--- config.mk ---
export PLATFORM = sky130hd
export DESIGN_NAME = weight_line_fetch
export DESIGN_NICKNAME = d
export VERILOG_FILES = /design/src/rtl/weight_line_fetch.sv
export SDC_FILE = /design/constraint.sdc
export NUM_CORES = 2
export LEC_CHECK = 0
export ABC_AREA = 1
export CAP_MARGIN = 20
export CORE_ASPECT_RATIO = 0.7
export CORE_MARGIN = 2
export CORE_UTILIZATION = 35
export CTS_BUF_LIST = sky130_fd_sc_hd__clkbuf_4
export CTS_CLUSTER_DIAMETER = 200
export DETAILED_ROUTE_END_ITERATION = 7
export PLACE_DENSITY = 0.59
export SLEW_MARGIN = 20
export SYNTH_ARGS = -nofsm -noshare
export SYNTH_HDL_FRONTEND = slang
export SYNTH_SLANG_ARGS = --single-unit
--- constraint.sdc ---
create_clock -name clk -period 69.7 [get_ports clk]
set_input_delay 13.94 -clock clk [delete_from_list [all_inputs] [get_ports clk]]
set_output_delay 13.94 -clock clk [all_outputs]
set_load 0.005 [all_outputs]
--- src/rtl/weight_line_fetch.sv ---
// Weight line fetcher: reads LINE_W-bit lines from Avalon-MM as BEATS-beat bursts,
// packs each burst into one line and strobes it toward the weight buffer.
module weight_line_fetch #(
    parameter int ADDR_W = 32,
    parameter int DATA_W = 64,
    parameter int LINE_W = 512,
    parameter int CNT_W  = 16
) (
    input  logic                            clk,
    input  logic                            rst,
    input  logic                            Start_i,
    input  logic [ADDR_W-1:0]               BaseAddr_i,
    input  logic [CNT_W-1:0]                LineCnt_i,
    output logic                            Busy_o,
    output logic                            Done_o,
    output logic [ADDR_W-1:0]               AvmAddress_o,
    output logic                            AvmRead_o,
    output logic [$clog2(LINE_W/DATA_W):0]  AvmBurstCount_o,
    input  logic                            AvmWaitRequest_i,
    input  logic [DATA_W-1:0]               AvmReadData_i,
    input  logic                            AvmReadDataValid_i,
    output logic [LINE_W-1:0]               ShareMstLine_o,
    output logic                            ShareMstValid_o
);

    localparam int BEATS = LINE_W / DATA_W;
    localparam int BC_W  = $clog2(BEATS) + 1;
    localparam int K_W   = (BEATS > 1) ? $clog2(BEATS) : 1;
    localparam logic [ADDR_W-1:0] LINE_BYTES = ADDR_W'(LINE_W / 8);
    localparam logic [ADDR_W-1:0] ALIGN_MASK = ~(LINE_BYTES - ADDR_W'(1));
    localparam logic [K_W-1:0]    LAST_BEAT  = K_W'(BEATS - 1);

    typedef enum logic [1:0] {
        IDLE,
        REQ,
        RECV,
        DONE
    } state_t;

    state_t                         state;
    state_t                         state_next;
    logic [ADDR_W-1:0]              line_addr;
    logic [CNT_W-1:0]               lines_left;
    logic [K_W-1:0]                 beat_idx;
    logic [BEATS-1:0][DATA_W-1:0]   line_buf;
    logic [BEATS-1:0][DATA_W-1:0]   line_assembled;
    logic                           beat_fire;
    logic                           last_beat;

    assign beat_fire = (state == RECV) && AvmReadDataValid_i;
    assign last_beat = beat_fire && (beat_idx == LAST_BEAT);

    always_ff @(posedge clk or posedge rst) begin
        if (rst) begin
            state <= IDLE;
        end else begin
            state <= state_next;
        end
    end

    always_comb begin
        state_next      = state;
        Busy_o          = (state != IDLE);
        Done_o          = 1'b0;
        AvmRead_o       = 1'b0;
        AvmAddress_o    = '0;
        AvmBurstCount_o = '0;
        case (state)
            IDLE: begin
                if (Start_i) begin
                    state_next = (LineCnt_i == '0) ? DONE : REQ;
                end
            end
            REQ: begin
                AvmRead_o       = 1'b1;
                AvmAddress_o    = line_addr;
                AvmBurstCount_o = BC_W'(BEATS);
                if (!AvmWaitRequest_i) begin
                    state_next = RECV;
                end
            end
            RECV: begin
                if (last_beat) begin
                    state_next = (lines_left == CNT_W'(1)) ? DONE : REQ;
                end
            end
            DONE: begin
                Done_o     = 1'b1;
                state_next = IDLE;
            end
            default: state_next = IDLE;
        endcase
    end

    // The final beat goes straight into the emitted line rather than waiting a cycle in line_buf.
    always_comb begin
        line_assembled           = line_buf;
        line_assembled[beat_idx] = AvmReadData_i;
    end

    always_ff @(posedge clk or posedge rst) begin
        if (rst) begin
            line_addr       <= '0;
            lines_left      <= '0;
            beat_idx        <= '0;
            line_buf        <= '0;
            ShareMstLine_o  <= '0;
            ShareMstValid_o <= 1'b0;
        end else begin
            ShareMstValid_o <= 1'b0;
            if (state == IDLE && Start_i) begin
                line_addr  <= BaseAddr_i & ALIGN_MASK;
                lines_left <= LineCnt_i;
                beat_idx   <= '0;
            end
            if (beat_fire) begin
                line_buf[beat_idx] <= AvmReadData_i;
                if (last_beat) begin
                    ShareMstLine_o  <= line_assembled;
                    ShareMstValid_o <= 1'b1;
                    line_addr       <= line_addr + LINE_BYTES;
                    lines_left      <= lines_left - CNT_W'(1);
                    beat_idx        <= '0;
                end else begin
                    beat_idx <= beat_idx + K_W'(1);
                end
            end
        end
    end

endmodule

== After elaboration in Yosys (flattened, before gate mapping) ==
Index checks and enable logic that the tools add are counted.

* Multiplexer cells: 24
* Add/sub/neg operators: 3
* Reduce and logical (&&, ||, !) cells: 10
* $lt $le $gt $ge: 2
* Equal/unequal tests: 8

{| class="wikitable"
|+ Operator list
! kind !! number
|-
| 512-bit bitwise mux || 1
|-
| 64-bit demux with 3-bit select || 1
|-
| 32-bit two-way mux || 4
|-
| 64-bit two-way mux || 1
|-
| 16-bit two-way mux || 3
|-
| 32-bit by 7-bit adder with 32-bit output (second input constant) || 1
|-
| 16-bit by 1-bit equality test with 1-bit output (second input constant) || 1
|-
| 16-bit zero test || 1
|-
| 16-bit by 1-bit subtractor with 16-bit output (second input constant) || 1
|-
| 2-bit two-way mux || 5
|-
| 3-bit two-way mux || 3
|-
| 2-bit one-hot mux with 4 select lines || 1
|-
| 2-bit inequality test (second input constant) || 3
|-
| 2-bit equality test (second input constant) || 2
|-
| 1-bit logical AND || 4
|-
| 3-bit by 4-bit < comparator with 1-bit output (second input constant) || 1
|-
| 1-bit two-way mux || 4
|-
| 4-bit two-way mux || 1
|-
| 2-bit nonzero test || 2
|-
| 3-bit by 1-bit adder with 3-bit output (second input constant) || 1
|-
| 3-bit equality test (second input constant) || 1
|-
| 3-bit by 1-bit >= comparator with 1-bit output (second input constant) || 1
|-
| 3-bit AND reduction || 1
|-
| 2-bit by 1-bit equality test with 1-bit output (second input constant) || 1
|-
| other kinds (2) || 2
|}

* Bits of input ports: 117
* Logic and storage cells: 61
* Register bits: 1078

== Logic depth before layout (Yosys ltp) ==
* Depth after elaboration: 5
* Mapped depth: 11

== Worst setup path after synthesis ==
No wires, ideal clock.

* Kind: reg-to-output
* From: reg state[1]
* To: out AvmAddress_o[10]
* Slack: 54.707 ns
* Stages on the path, launching flop included: 5
* Data required time: 55.760 ns
* Data arrival time: 1.053 ns
* Cells stage by stage: dfrtp_1 > nor2_1 > inv_1 > clkbuf_1 > nor2_1

* Cells in the longest elaborated chain, start to end: 2

{| class="wikitable"
|+ RTL lines
! what !! RTL line !! text
|-
| start: declaration || 40 || <nowiki>state_t state;</nowiki>
|-
| start signal: assignment || 57 || <nowiki>state <= state_next;</nowiki>
|-
| 2-bit by 1-bit equality test with 1-bit output || 68 || <nowiki>case (state)</nowiki>
|-
| 32-bit two-way mux || 68 ||
|-
| end: declaration || 16 || <nowiki>output logic [ADDR_W-1:0] AvmAddress_o,</nowiki>
|}

Every way passes these cells.

== Final worst setup path ==
* From: reg state[1]
* To: out AvmAddress_o[2]

Same word-level chain as after synthesis.

==> results_dict.tcl <==
set metrics [dict create \
    slew_headroom_pct 26.1 \
    hpwlAfterDp_um 91300 \
    fin_util_pct 43.5 \
    area_growth_pct 23.6 \
    drive_gt1_share_pct 7.44 \
    synth_seq_area_share_pct 58.6 \
    vias 39700 \
    slew_violations 0 \
    ctsResizeCount 0 \
    clockBufferDepth 4 \
    p_leak_nw 27.8 \
    synth_top_cell_by_area "dfrtp_1" \
    numCtsBuffers 297 \
    synth_seq_cells 1078 \
    worstPathArrival_ns 3.45 \
    post-cts-setup-buffers 0 \
    cts_tree "built" \
    min_period_over_period_pct 25.0 \
    drtAntennaViolNets 0 \
    setup_viol 0 \
    synth_cells 5621 \
    clock.fmax_mhz 57.5 \
    tightest_slew_ns 1.11 \
    cp-end-kind "primary output" \
    grt_pass1_wl_um 228000 \
    run_status "finished, final reports clean" \
    rows 111 \
    ys_warn_count 0 \
    core_area_mm2 0.131 \
    ys_top_cells_by_area "dfrtp_1, nand2_1, o21ai_0" \
    path_clk_slew_ns 0.06 \
    hold_viol_final 0 \
    grt_setup_unrepaired "no" \
    tns_ns 0 \
    h-tree-depth 5 \
    grt_usage_pct 21.7 \
    clk-insertion-delay-late_ns 1.30 \
    initial_utilization_pct 35.2 \
    min_path_type "reg -> reg" \
    drtPass1Iterations 6 \
    drc 0 \
    place.gp.congestion 0.849 \
    drv_cap 0 \
    synth.avg_cell_area_um2 8.19 \
    layout_commonest_cell "nand2_1" \
    syn_area_mm2 0.0460 \
    yosysUniqueCellTypes 31 \
    cp.required_ns 55.76 \
    path_max_fanout 32 \
    p_total_mw 1.91 \
    fin_crit_ns 17.39 \
    fp.dieW_um 438 \
    grt_pass1_vias 38100 \
    drt-initial-drc-count 3336 \
    fin_skew_ns 0.0929 \
    grt_remaining_overflow 0 \
    port_buffers 659 \
    wl_per_cell_um 18.1 \
    fillers 13000 \
    ctsHoldBuffers 0 \
    drt_wl_total_um 148000 \
    fin_nets 6383 \
    dieArea_mm2 0.135 \
    start_kind "flip-flop" \
    antenna_found_initial 3 \
    avgViaCountPerCell 4.86 \
    final_cell_mix "nand2_1, dfrtp_1, o21ai_0" \
    ioPinCount 669 \
    cts.sinks 1078 \
    yosysTopAreaCellShare_pct 58.6 \
    grt_max_degree 220 \
    vdd_ir_drop_max_mv 0.0202 \
    die_h_um 307 \
    powerDensity_mw_per_mm2 33.6 \
    cts_root_buffer "clkbuf_4" \
    path_class "reg -> out" \
]
metal layers:
layer	vias up	wire length, µm	track usage (%)
met3	231	10300	5.59
met1	19100	66800	30.0
li1	19200	-	-
met4	0	3870	7.70
met2	1203	67200	33.1
met5	-	0	0
kinds of logic (layout without fill, tap and decap cells):
logic type                 after synthesis  count (layout)  share of synthesized area (%)
xor gates and xnor gates                20              20                          0.380
other                                    1              12                        0.00814
and+or+nand+nor                       2916            2916                           23.9
buffers and inverters                  501            1293                           4.92
DFF                                   1078            1078                           58.6
AOI/OAI and AO/OA                     1100            1100                           12.1
adders and majority gates                5               5                          0.136
registers in the layout (all words and copies together), names as in the netlist:
name             flops
ShareMstLine_o     512
line_addr           32
ShareMstValid_o      1
state                2
beat_idx             3
lines_left          16
line_buf           512
path summary, 6_finish.rpt:
check | from | endpoint | slack, ns | cells after the start
worst min register to register | line_buf[242]$_DFFE_PP0N_ | line_buf[242]$_DFFE_PP0N_ | 0.47 | 2
max in group asynchronous | rst | ShareMstLine_o[165]$_DFFE_PP0P_ | 52.97 | 7
worst max register to register | state[1]$_DFFE_PP0P_ | line_buf[18]$_DFFE_PP0N_ | 65.47 | 7
min in group asynchronous | rst | line_buf[500]$_DFFE_PP0N_ | 13.17 | 2
worst max-delay path | state[1]$_DFFE_PP0P_ | AvmAddress_o[2] | 52.31 | 4
worst min-delay path | line_buf[242]$_DFFE_PP0N_ | line_buf[242]$_DFFE_PP0N_ | 0.47 | 2
cells in the mapped netlist:
cell,count
nand2_1,2492
dfrtp_1,1078
o21ai_0,810
nor2_1,388
a21oi_1,260
clkbuf_1,170
buf_2,135
inv_1,135
buf_1,25
nand3_1,25
buf_6,24
o211ai_1,18
xor2_1,15
buf_4,9
o21ai_1,8
ha_1,5
xnor2_1,5
nand4_1,3
inv_2,2
nor3_1,2
or2_2,2
a22oi_1,1
a31oi_1,1
clkinv_2,1
conb_1,1
nand2_2,1
nand3b_1,1
nor2_2,1
nor2_4,1
o22ai_1,1
o2bb2ai_1,1
area by class of cell:
type / instances / area (µm²) / area share [%]
Sequential cell: 1078 / 27000 / 47.4
Multi-Input combinational cell: 4044 / 16900 / 29.7
Timing Repair Buffer: 702 / 7030 / 12.3
Clock buffer: 403 / 3030 / 5.32
Tap cell: 1751 / 2190 / 3.85
Inverter: 138 / 546 / 0.959
Clock inverter: 50 / 220 / 0.387
Antenna cell: 9 / 22.5 / 0.0396
critical path, cell delays in order (launching register included):
cell	delay, ns
dfrtp_1	0.42
nor2_1	0.36
inv_1	0.52
nor2_1	0.26
clkdlybuf4s50_1	0.57
metrics by stage:
stage	std cells	cell area, µm²	hold slack (ns)	worst slack (ns)
floorplan	5623	46100	0.449	25.41
global placement	7710	53600	0.461	51.14
detailed placement	7710	53600	0.464	51.16
CTS	8163	56800	0.480	52.12
global route	8173	56900	0.491	52.04
finish	8175	56900	0.473	52.31
report_power, final:
group          internal (mW)  switching, mW  total [mW]  leakage (nW)
Clock                  0.268          0.265       0.533          1.98
Combinational          0.181          0.340       0.521          11.3
Sequential             0.774         0.0850       0.859          14.6
Total                   1.22          0.690        1.91          27.8
Note: power is estimated with default switching activity, not from simulation.
